--- src/rtl/matrix_row_sequencer.sv ---
// matrix_row_sequencer: operand stage of the matrix ALU. It reads matrix A, and
// matrix B for add/sub, one row at a time. It masks lanes beyond the matrix size,
// builds operand 2, and presents one 40-bit row pair per valid/ready transfer.
// Latency per row with out_ready held high: 4 cycles for add/sub, 3 cycles for
// multMR/opp. done follows the last handshake by 1 cycle. Illegal commands
// finish 1 cycle after start.
// Backpressure: while out_ready is low, PRES holds the row pair, row_idx and alu_op.
// Optional feature macro: SEQ_OVF_STICKY_EN enables the accumulated ovf_sticky flag.
// Ports:
//   clk, rst           - clock and synchronous active-high reset
//   start/op/size/scalar - command interface, sampled only in IDLE
//   mem_rd/mem_addr/mem_rdata - matrix memory read port (data valid 1 cycle after mem_rd)
//   alu_op/r1_row/r2_row/row_idx/out_valid/out_ready/alu_ovf - ALU row-pair interface
//   busy/done/err/ovf_sticky - command status
module matrix_row_sequencer #(
  parameter int ADDR_W = 4,
  parameter int A_BASE = 0,
  parameter int B_BASE = 5
) (
  input  logic              clk,
  input  logic              rst,
  input  logic              start,
  input  logic [2:0]        op,
  input  logic [2:0]        size,
  input  logic [7:0]        scalar,
  output logic              mem_rd,
  output logic [ADDR_W-1:0] mem_addr,
  input  logic [39:0]       mem_rdata,
  output logic [2:0]        alu_op,
  output logic [39:0]       r1_row,
  output logic [39:0]       r2_row,
  output logic [2:0]        row_idx,
  output logic              out_valid,
  input  logic              out_ready,
  input  logic              alu_ovf,
  output logic              busy,
  output logic              done,
  output logic              err,
  output logic              ovf_sticky
);

  localparam logic [2:0] OP_ADD    = 3'b000;
  localparam logic [2:0] OP_SUB    = 3'b001;
  localparam logic [2:0] OP_MULTMR = 3'b011;
  localparam logic [2:0] OP_OPP    = 3'b110;

  localparam logic [ADDR_W-1:0] A_BASE_L = ADDR_W'(A_BASE);
  localparam logic [ADDR_W-1:0] B_BASE_L = ADDR_W'(B_BASE);

  typedef enum logic [2:0] {
    S_IDLE,
    S_RDA,
    S_RDB,
    S_CAPB,
    S_PRES,
    S_DONE
  } state_t;

  state_t      state, state_nxt;
  logic [2:0]  size_q;
  logic [7:0]  scalar_q;
  logic        err_q;
  logic        legal_cmd;
  logic        needs_b;
  logic        last_row;
  logic        handshake;
  logic [39:0] lane_mask;

  assign legal_cmd = ((op == OP_ADD) || (op == OP_SUB) || (op == OP_MULTMR) || (op == OP_OPP))
                     && (size >= 3'd1) && (size <= 3'd5);
  assign needs_b   = (alu_op == OP_ADD) || (alu_op == OP_SUB);
  assign last_row  = (row_idx == (size_q - 3'd1));
  assign handshake = (state == S_PRES) && out_ready;

  // One byte lane is enabled for each active matrix column.
  always_comb begin
    lane_mask = '0;
    for (int k = 0; k < 5; k++) begin
      if (k < int'(size_q)) lane_mask[8*k +: 8] = 8'hFF;
    end
  end

  // State register
  always_ff @(posedge clk) begin
    if (rst) state <= S_IDLE;
    else     state <= state_nxt;
  end

  // Next-state logic
  always_comb begin
    state_nxt = state;
    case (state)
      S_IDLE: if (start) state_nxt = legal_cmd ? S_RDA : S_DONE;
      S_RDA:  state_nxt = S_RDB;
      S_RDB:  state_nxt = needs_b ? S_CAPB : S_PRES;
      S_CAPB: state_nxt = S_PRES;
      S_PRES: if (out_ready) state_nxt = last_row ? S_DONE : S_RDA;
      S_DONE: state_nxt = S_IDLE;
      default: state_nxt = S_IDLE;
    endcase
  end

  // Output decode
  always_comb begin
    mem_rd    = 1'b0;
    mem_addr  = '0;
    out_valid = 1'b0;
    busy      = 1'b0;
    done      = 1'b0;
    err       = 1'b0;
    case (state)
      S_RDA: begin
        busy     = 1'b1;
        mem_rd   = 1'b1;
        mem_addr = A_BASE_L + ADDR_W'(row_idx);
      end
      S_RDB: begin
        busy = 1'b1;
        if (needs_b) begin
          mem_rd   = 1'b1;
          mem_addr = B_BASE_L + ADDR_W'(row_idx);
        end
      end
      S_CAPB: busy = 1'b1;
      S_PRES: begin
        busy      = 1'b1;
        out_valid = 1'b1;
      end
      S_DONE: begin
        done = 1'b1;
        err  = err_q;
      end
      default: ;
    endcase
  end

  // Command latch and operand datapath
  always_ff @(posedge clk) begin
    if (rst) begin
      alu_op   <= '0;
      size_q   <= '0;
      scalar_q <= '0;
      row_idx  <= '0;
      r1_row   <= '0;
      r2_row   <= '0;
      err_q    <= 1'b0;
    end else begin
      case (state)
        S_IDLE: begin
          if (start) begin
            if (legal_cmd) begin
              alu_op   <= op;
              size_q   <= size;
              scalar_q <= scalar;
              row_idx  <= '0;
              err_q    <= 1'b0;
            end else begin
              err_q <= 1'b1;
            end
          end
        end
        S_RDB: begin
          // The A row read in RDA is on mem_rdata now.
          r1_row <= mem_rdata & lane_mask;
          if (alu_op == OP_MULTMR) r2_row <= {5{scalar_q}} & lane_mask;
          else if (!needs_b)       r2_row <= '0;
        end
        S_CAPB: r2_row <= mem_rdata & lane_mask;
        S_PRES: if (out_ready && !last_row) row_idx <= row_idx + 3'd1;
        default: ;
      endcase
    end
  end

`ifdef SEQ_OVF_STICKY_EN
  always_ff @(posedge clk) begin
    if (rst)                                        ovf_sticky <= 1'b0;
    else if ((state == S_IDLE) && start && legal_cmd) ovf_sticky <= 1'b0;
    else if (handshake && alu_ovf)                  ovf_sticky <= 1'b1;
  end
`else
  logic unused_ovf;
  assign unused_ovf = alu_ovf ^ handshake;
  assign ovf_sticky = 1'b0;
`endif

endmodule

--- config.mk ---
export PLATFORM = sky130hd
export DESIGN_NAME = matrix_row_sequencer
export DESIGN_NICKNAME = d
export VERILOG_FILES = /design/src/rtl/matrix_row_sequencer.sv
export SDC_FILE = /design/constraint.sdc
export NUM_CORES = 1
export LEC_CHECK = 0
export BUFFER_PORTS_ARGS = -buffer_cell sky130_fd_sc_hd__buf_2
export CORE_ASPECT_RATIO = 0.6
export CORE_MARGIN = 5
export CORE_UTILIZATION = 53
export CTS_CLUSTER_SIZE = 10
export DETAILED_ROUTE_END_ITERATION = 10
export GPL_TIMING_DRIVEN = 0
export PLACE_DENSITY = 0.95
export SYNTH_ARGS = -nofsm -noshare
export SYNTH_HDL_FRONTEND = slang
export SYNTH_SLANG_ARGS = --single-unit
--- constraint.sdc ---
create_clock -name clk -period 3.2 [get_ports clk]
set_input_delay 0.16 -clock clk [delete_from_list [all_inputs] [get_ports clk]]
set_output_delay 0.16 -clock clk [all_outputs]
set_load 0.03 [all_outputs]
**Word level (Yosys, flattened, before mapping)**

Cells that the tools add are included.

- Flip-flop bits (word level): 101
- Latch bits: 0
- Memory bits (writable): 0
- ROM bits: 0
- Input bits: 59
- Logic and storage cells: 82
- Memories: 0

- Add/subtract/negate cells: 3
- $mul: 0
- Div/mod/pow operators: 0
- Magnitude comparators: 7
- Eq/ne operators: 16
- Shift-type cells: 0
- Mux-type cells: 27
- Bitwise operators: 2
- Reduce and logical (&&, ||, !) cells: 19

Operators by type and width:

| operator | number |
|---|---|
| $and 40x40->40 | 2 |
| $mux 40 | 2 |
| $pmux 40 s2 | 1 |
| $mux 8 | 5 |
| $mux 3 | 8 |
| $pmux 3 s5 | 1 |
| $eq 3x2->1 const B | 4 |
| $eq 3x1->1 const B | 3 |
| $eq 3x3->1 const B | 3 |
| $logic_not 3->1 | 3 |
| $pmux 4 s2 | 1 |
| $lt 1x3->1 const A | 2 |
| $lt 2x3->1 const A | 2 |
| $mux 1 | 6 |
| $ne 2x2->1 const B | 3 |
| $pmux 3 s2 | 1 |
| $reduce_and 2->1 | 3 |
| $add 3x3->4 const A | 1 |
| $logic_or 1x1->1 | 4 |
| $mux 4 | 1 |
| $reduce_and 4->1 | 1 |
| $reduce_bool 2->1 | 2 |
| $reduce_or 4->1 | 1 |
| $add 3x1->3 const B | 1 |
| 11 further kinds | 13 |

**Longest topological paths before layout**

- Word-level depth: 9
- Gate-level depth with buffers: 8

**Least setup slack after synthesis**

Ideal clock, no wire load.

- Kind: reg-to-output
- Start: register alu_op[2]
- End: output mem_addr[2]
- Arrival time: 1938 ps
- Required time: 3040 ps
- Setup slack: 1102 ps
- Cell stages (with the launch flop): 5
- Buffers on the path: 2
- Path through: dfxtp_1 -> clkbuf_1 -> or3_1 -> clkbuf_1 -> o31ai_1

- Cells in the longest elaborated chain, start to end: 4
- Elaborated cells between the ends (all ways): 5

Ends and longest elaborated chain:

| element | RTL line | source |
|---|---|---|
| from (decl) | 29 | `output logic [2:0] alu_op,` |
| from (signal assigned) | 152 | `alu_op <= op;` |
| $eq 3x1->1 or $logic_not 3->1 (tied branches) | 71 | `assign needs_b = (alu_op == OP_ADD) \|\| (alu_op == OP_SUB);` |
| $logic_or 1x1->1 (*) | 71 |  |
| $mux 4 (*) | 119 | `if (needs_b) begin` |
| $pmux 4 s2 (*) | 111 | `case (state)` |
| to (decl) | 27 | `output logic [ADDR_W-1:0] mem_addr,` |

Mark *: on every way between the ends. The rest lies on a longest branch, timed or not.

**Worst setup path after layout**

- Start: register state[1]
- End: output mem_addr[2]

- Cells in the longest elaborated chain, start to end: 2
- Elaborated cells between the ends (all ways): 3

Ends and longest elaborated chain:

| element | RTL line | source |
|---|---|---|
| from (decl) | 59 | `state_t state, state_nxt;` |
| from (signal assigned) | 86 | `else state <= state_nxt;` |
| $eq 3x2->1 or $eq 3x1->1 (tied branches) | 111 |  |
| $pmux 4 s2 (*) | 111 |  |

Marked as above.

==> results summary <==
The flow ran to the end, and the final reports show no timing, DRC or antenna violations. The total power density per cell area is 585.4 mW/mm^2. The starting DRC count in detailed routing is 442. The number of instances in the synthesized netlist came out at 459. The number of filler instances in the final layout is 684. The fraction of layout cells with a size suffix above 1 is 28.27%.

The critical path's slowest cell is sky130_fd_sc_hd__dfxtp_1. Counting the buffers created by CTS gives 9. The synthesized-area fraction occupied by and/or/nand/nor cells is 15.94%. The HPWL after detailed placement came out at 10.74 mm. The commonest cells after synthesis are 101 x sky130_fd_sc_hd__dfxtp_1, 77 x sky130_fd_sc_hd__nor2_1, 49 x sky130_fd_sc_hd__a22oi_1. By area, the combinational part of the netlist is dominated by compound AO/OA/AOI/OAI gates. The count of buffer and inverter cells on the critical path is 2.

The total setup buffers inserted after CTS came out at 0. The synthesized design contains 0 enable-type register cells. The number of vias after detailed routing is 4382. The max-slew headroom at the worst pin is 40.61%.

The width of the die is 124.3 um. After detailed routing, the average wire length per cell comes to 19.33 um. The total overflow reported by the global router came out at 0. The number of global-route vias before repair was 4310. Of all nets on the critical path, the largest fanout is 6. Summing the areas of all fa, ha and maj instances in the mapped netlist gives 0.9042% of the synthesized area. The delay of the slowest critical-path stage came out at 0.40 ns. In this run, distinct cell masters in the synthesized netlist total 44. The synthesized netlist net count came out at 521. The cell depth of the worst setup path is 5. The core region area is 0.007757 mm^2. Setup violations remaining at the end of the flow were counted as 0. The number of hold buffers added after CTS is 0. The depth of the worst hold-timing path is 3. The post-layout total power came out at 0.003122 W. The number of hold violations in the final report is 0.

The number of cells on the worst reg-to-reg path is 5. The CTS sink count is 101. The number of pins with negative max-slew slack in the final report is 0. The maximum clock insertion buffer count is 2. In the final layout, the multi-input gates occupy 0.001924 mm^2. The path class of the lowest-slack min-delay path is in -> reg. For the final database, setup skew stands at 0.005784 ns. The total routing resource utilization after global routing is 28.94%. On the critical path the largest part of the delay comes from simple AND/OR/NAND/NOR gates. The maximum clock rate is 0.4392 GHz.

The sequential cells in the finished layout cover a total of 0.002022 mm^2. Of all flip-flops after synthesis, the portion carrying an async set or reset was 0%. By instance count, the leading cell after synthesis is sky130_fd_sc_hd__dfxtp_1.

The worst setup path is captured at an output pin. 0 antenna diodes ended up in the layout. The overall die area came out at 0.009761 mm^2. The critical path goes through or3b_1 > or3_1 > clkbuf_1 > o31ai_1 > buf_2. The worst-case vdd ir drop is 0.2977 mV. The most used flip-flop cell after synthesis is sky130_fd_sc_hd__dfxtp_1. The synthesized design devotes to its leading area cell type 48.70% of total area. The post-synthesis instance area is 0.004151 mm^2.

For the worst-skew pair, the clock arrives at the later sink with an insertion delay of 0.35 ns. The worst setup path is launched from a flop. In this run, post-CTS repair resized a total of 0 instances. The mean cell area of the mapped netlist came out at 9.045 um^2. Summing the sequential cell areas from Yosys gives 48.70% of the chip area. The measured slew at the worst slew-check pin came out at 0.8840 ns. The pin count of the biggest net entering global routing is 17.

Setup repair after global routing left no endpoint under its margin. The analysis attributes to cell leakage a power of 2.422 nW. From bottom edge to top edge, the die measures 78.56 um. In this run the remaining antenna-violating nets after routing total 0.

The post-synthesis mux area share came out at 3.617%. For this run, the number of Yosys warnings is 0. The tool flagged a number of max-cap violations equal to 0.

The post-CTS clock slew at the launch and capture registers of the worst setup and hold paths is 0.07 ns. The number of I/O port buffers is 151. Using the TritonRoute via totals, the vias-per-cell ratio works out to 5.970.

The critical path data arrival time came out at 2.12 ns. The net count reported at finish came out at 683. The library cell with the largest summed area after synthesis is sky130_fd_sc_hd__dfxtp_1. The first-pass GRT wire length came out at 22.35 mm. The tree is rooted in a sky130_fd_sc_hd__clkbuf_16.

The initial antenna violation count came out at 0. Sorting the synthesized cells by area gives the leading types as sky130_fd_sc_hd__dfxtp_1 49%, sky130_fd_sc_hd__a22oi_1 8.9%, sky130_fd_sc_hd__nor2_1 7.0%. The DRC violation count after routing is 0. After routing, the total negative slack on setup checks comes to 0 ns. The synthesis-stage register bit count is 101. The clock tree from TritonCTS is built. The final period utilization is 71.15%. The post-layout minimum cycle time is 2.277 ns. The H-tree was split into 3 levels. The critical path class is reg -> out. The signed area change from the synthesized netlist to the final layout came out at 28.48%.

155 I/O pins were placed. The critical path data required time came out at 3.04 ns. The number of iterations in the first detailed-routing pass came out at 6. The routability-driven placement congestion ratio came out at 0.9683. The synthesized netlist devotes 24.41% of its cell area to compound gates. The effective utilization at floorplan came out at 53.52%. The routed wire length came out at 14.19 mm. The site row count is 25. Summing the areas of all xor and xnor instances in the mapped netlist gives 1.386% of the synthesized area.
layer usage:
metal	up-vias	global-route usage (%)	wire length, um
li1	1988	-	-
met4	0	8.753	291
met3	33	11.15	1911
met1	2086	38.00	5897
met5	-	0	0
met2	275	44.29	6090
where the power goes:
part           total, W  leakage (nW)  internal, W  switching [W]
combinational  0.000671          1.46     0.000204       0.000467
sequential      0.00136         0.815      0.00130      0.0000616
clock           0.00109         0.147     0.000607       0.000483
registers in the layout, summed over array words and instances (netlist names):
register and cells:
err_q 1, row_idx 3, alu_op 3, size_q 3
state 3, scalar_q 8, r1_row 40, r2_row 40
logic make-up (layout without fill, tap and decap cells):
| family | count (synthesis) | count (layout) |
|---|---|---|
| muxes | 15 | 15 |
| adders and majority gates | 3 | 3 |
| AOI/OAI and AO/OA | 139 | 139 |
| and+or+nand+nor | 147 | 147 |
| xor gates and xnor gates | 5 | 5 |
| DFF | 101 | 101 |
| other | 1 | 1 |
| buffers and inverters | 48 | 215 |
final cells by class:
type	instances	area share [%]
clock buffers	10	4.293
clock inverters	6	1.173
inverters	8	0.5630
well taps	108	2.533
plain buffers	40	3.284
flip-flops and latches	101	37.91
multi-input cells	310	36.08
repair buffers	151	14.17
stage by stage:
| stage | hold slack [ns] | area (um^2) | worst slack [ns] | std cells | util [%] |
|---|---|---|---|---|---|
| 2_1_floorplan | 0.3039 | 4151 | 1.102 | 459 | - |
| 3_3_place_gp | 0.3932 | 5042 | 1.197 | 718 | 65.00 |
| 3_5_place_dp | 0.4062 | 5042 | 1.155 | 718 | 65.00 |
| 4_1_cts | 0.04346 | 5334 | 0.9699 | 734 | 68.76 |
| 5_1_grt | 0.05718 | 5334 | 0.8414 | 734 | 68.76 |
| 6_report | 0.05429 | 5334 | 0.9233 | 734 | 68.76 |
worst reg2reg max path: stages, from the launching register on:
cell and delay (ns):
sky130_fd_sc_hd__dfxtp_1 0.31, sky130_fd_sc_hd__clkbuf_1 0.26, sky130_fd_sc_hd__o31ai_1 0.70, sky130_fd_sc_hd__clkbuf_1 0.50
sky130_fd_sc_hd__a22oi_1 0.17, sky130_fd_sc_hd__nor2_1 0.13
worst paths after layout:
path / slack [ns] / startpoint / end
max: 0.92 / state[1]$_SDFFE_PP0P_ / mem_addr[2]
min: 0.05 / scalar[7] / scalar_q[7]$_SDFFE_PP0P_
max reg2reg: 1.06 / alu_op[2]$_SDFFE_PP0P_ / r2_row[8]$_SDFFE_PP0P_
min reg2reg: 0.45 / r1_row[26]$_SDFFE_PP0N_ / r1_row[26]$_SDFFE_PP0N_
placed cells by master (no fill, tap or decap), drive strengths merged, types with 2 or more instances in the layout:
master,count
a21oi,34
a222oi,7
a22o,17
a22oi,49
a2bb2oi,8
a32oi,8
and2,3
and3,3
buf,159
clkbuf,42
clkinv,4
dfxtp,101
ha,3
inv,9
mux2i,15
nand2,29
nand3,19
nor2,77
nor2b,4
nor3,5
o211ai,2
o21ai,4
o31ai,3
or3,2
or3b,2
xnor2,2
xor2,2
Power figures use the tool's default switching activity.
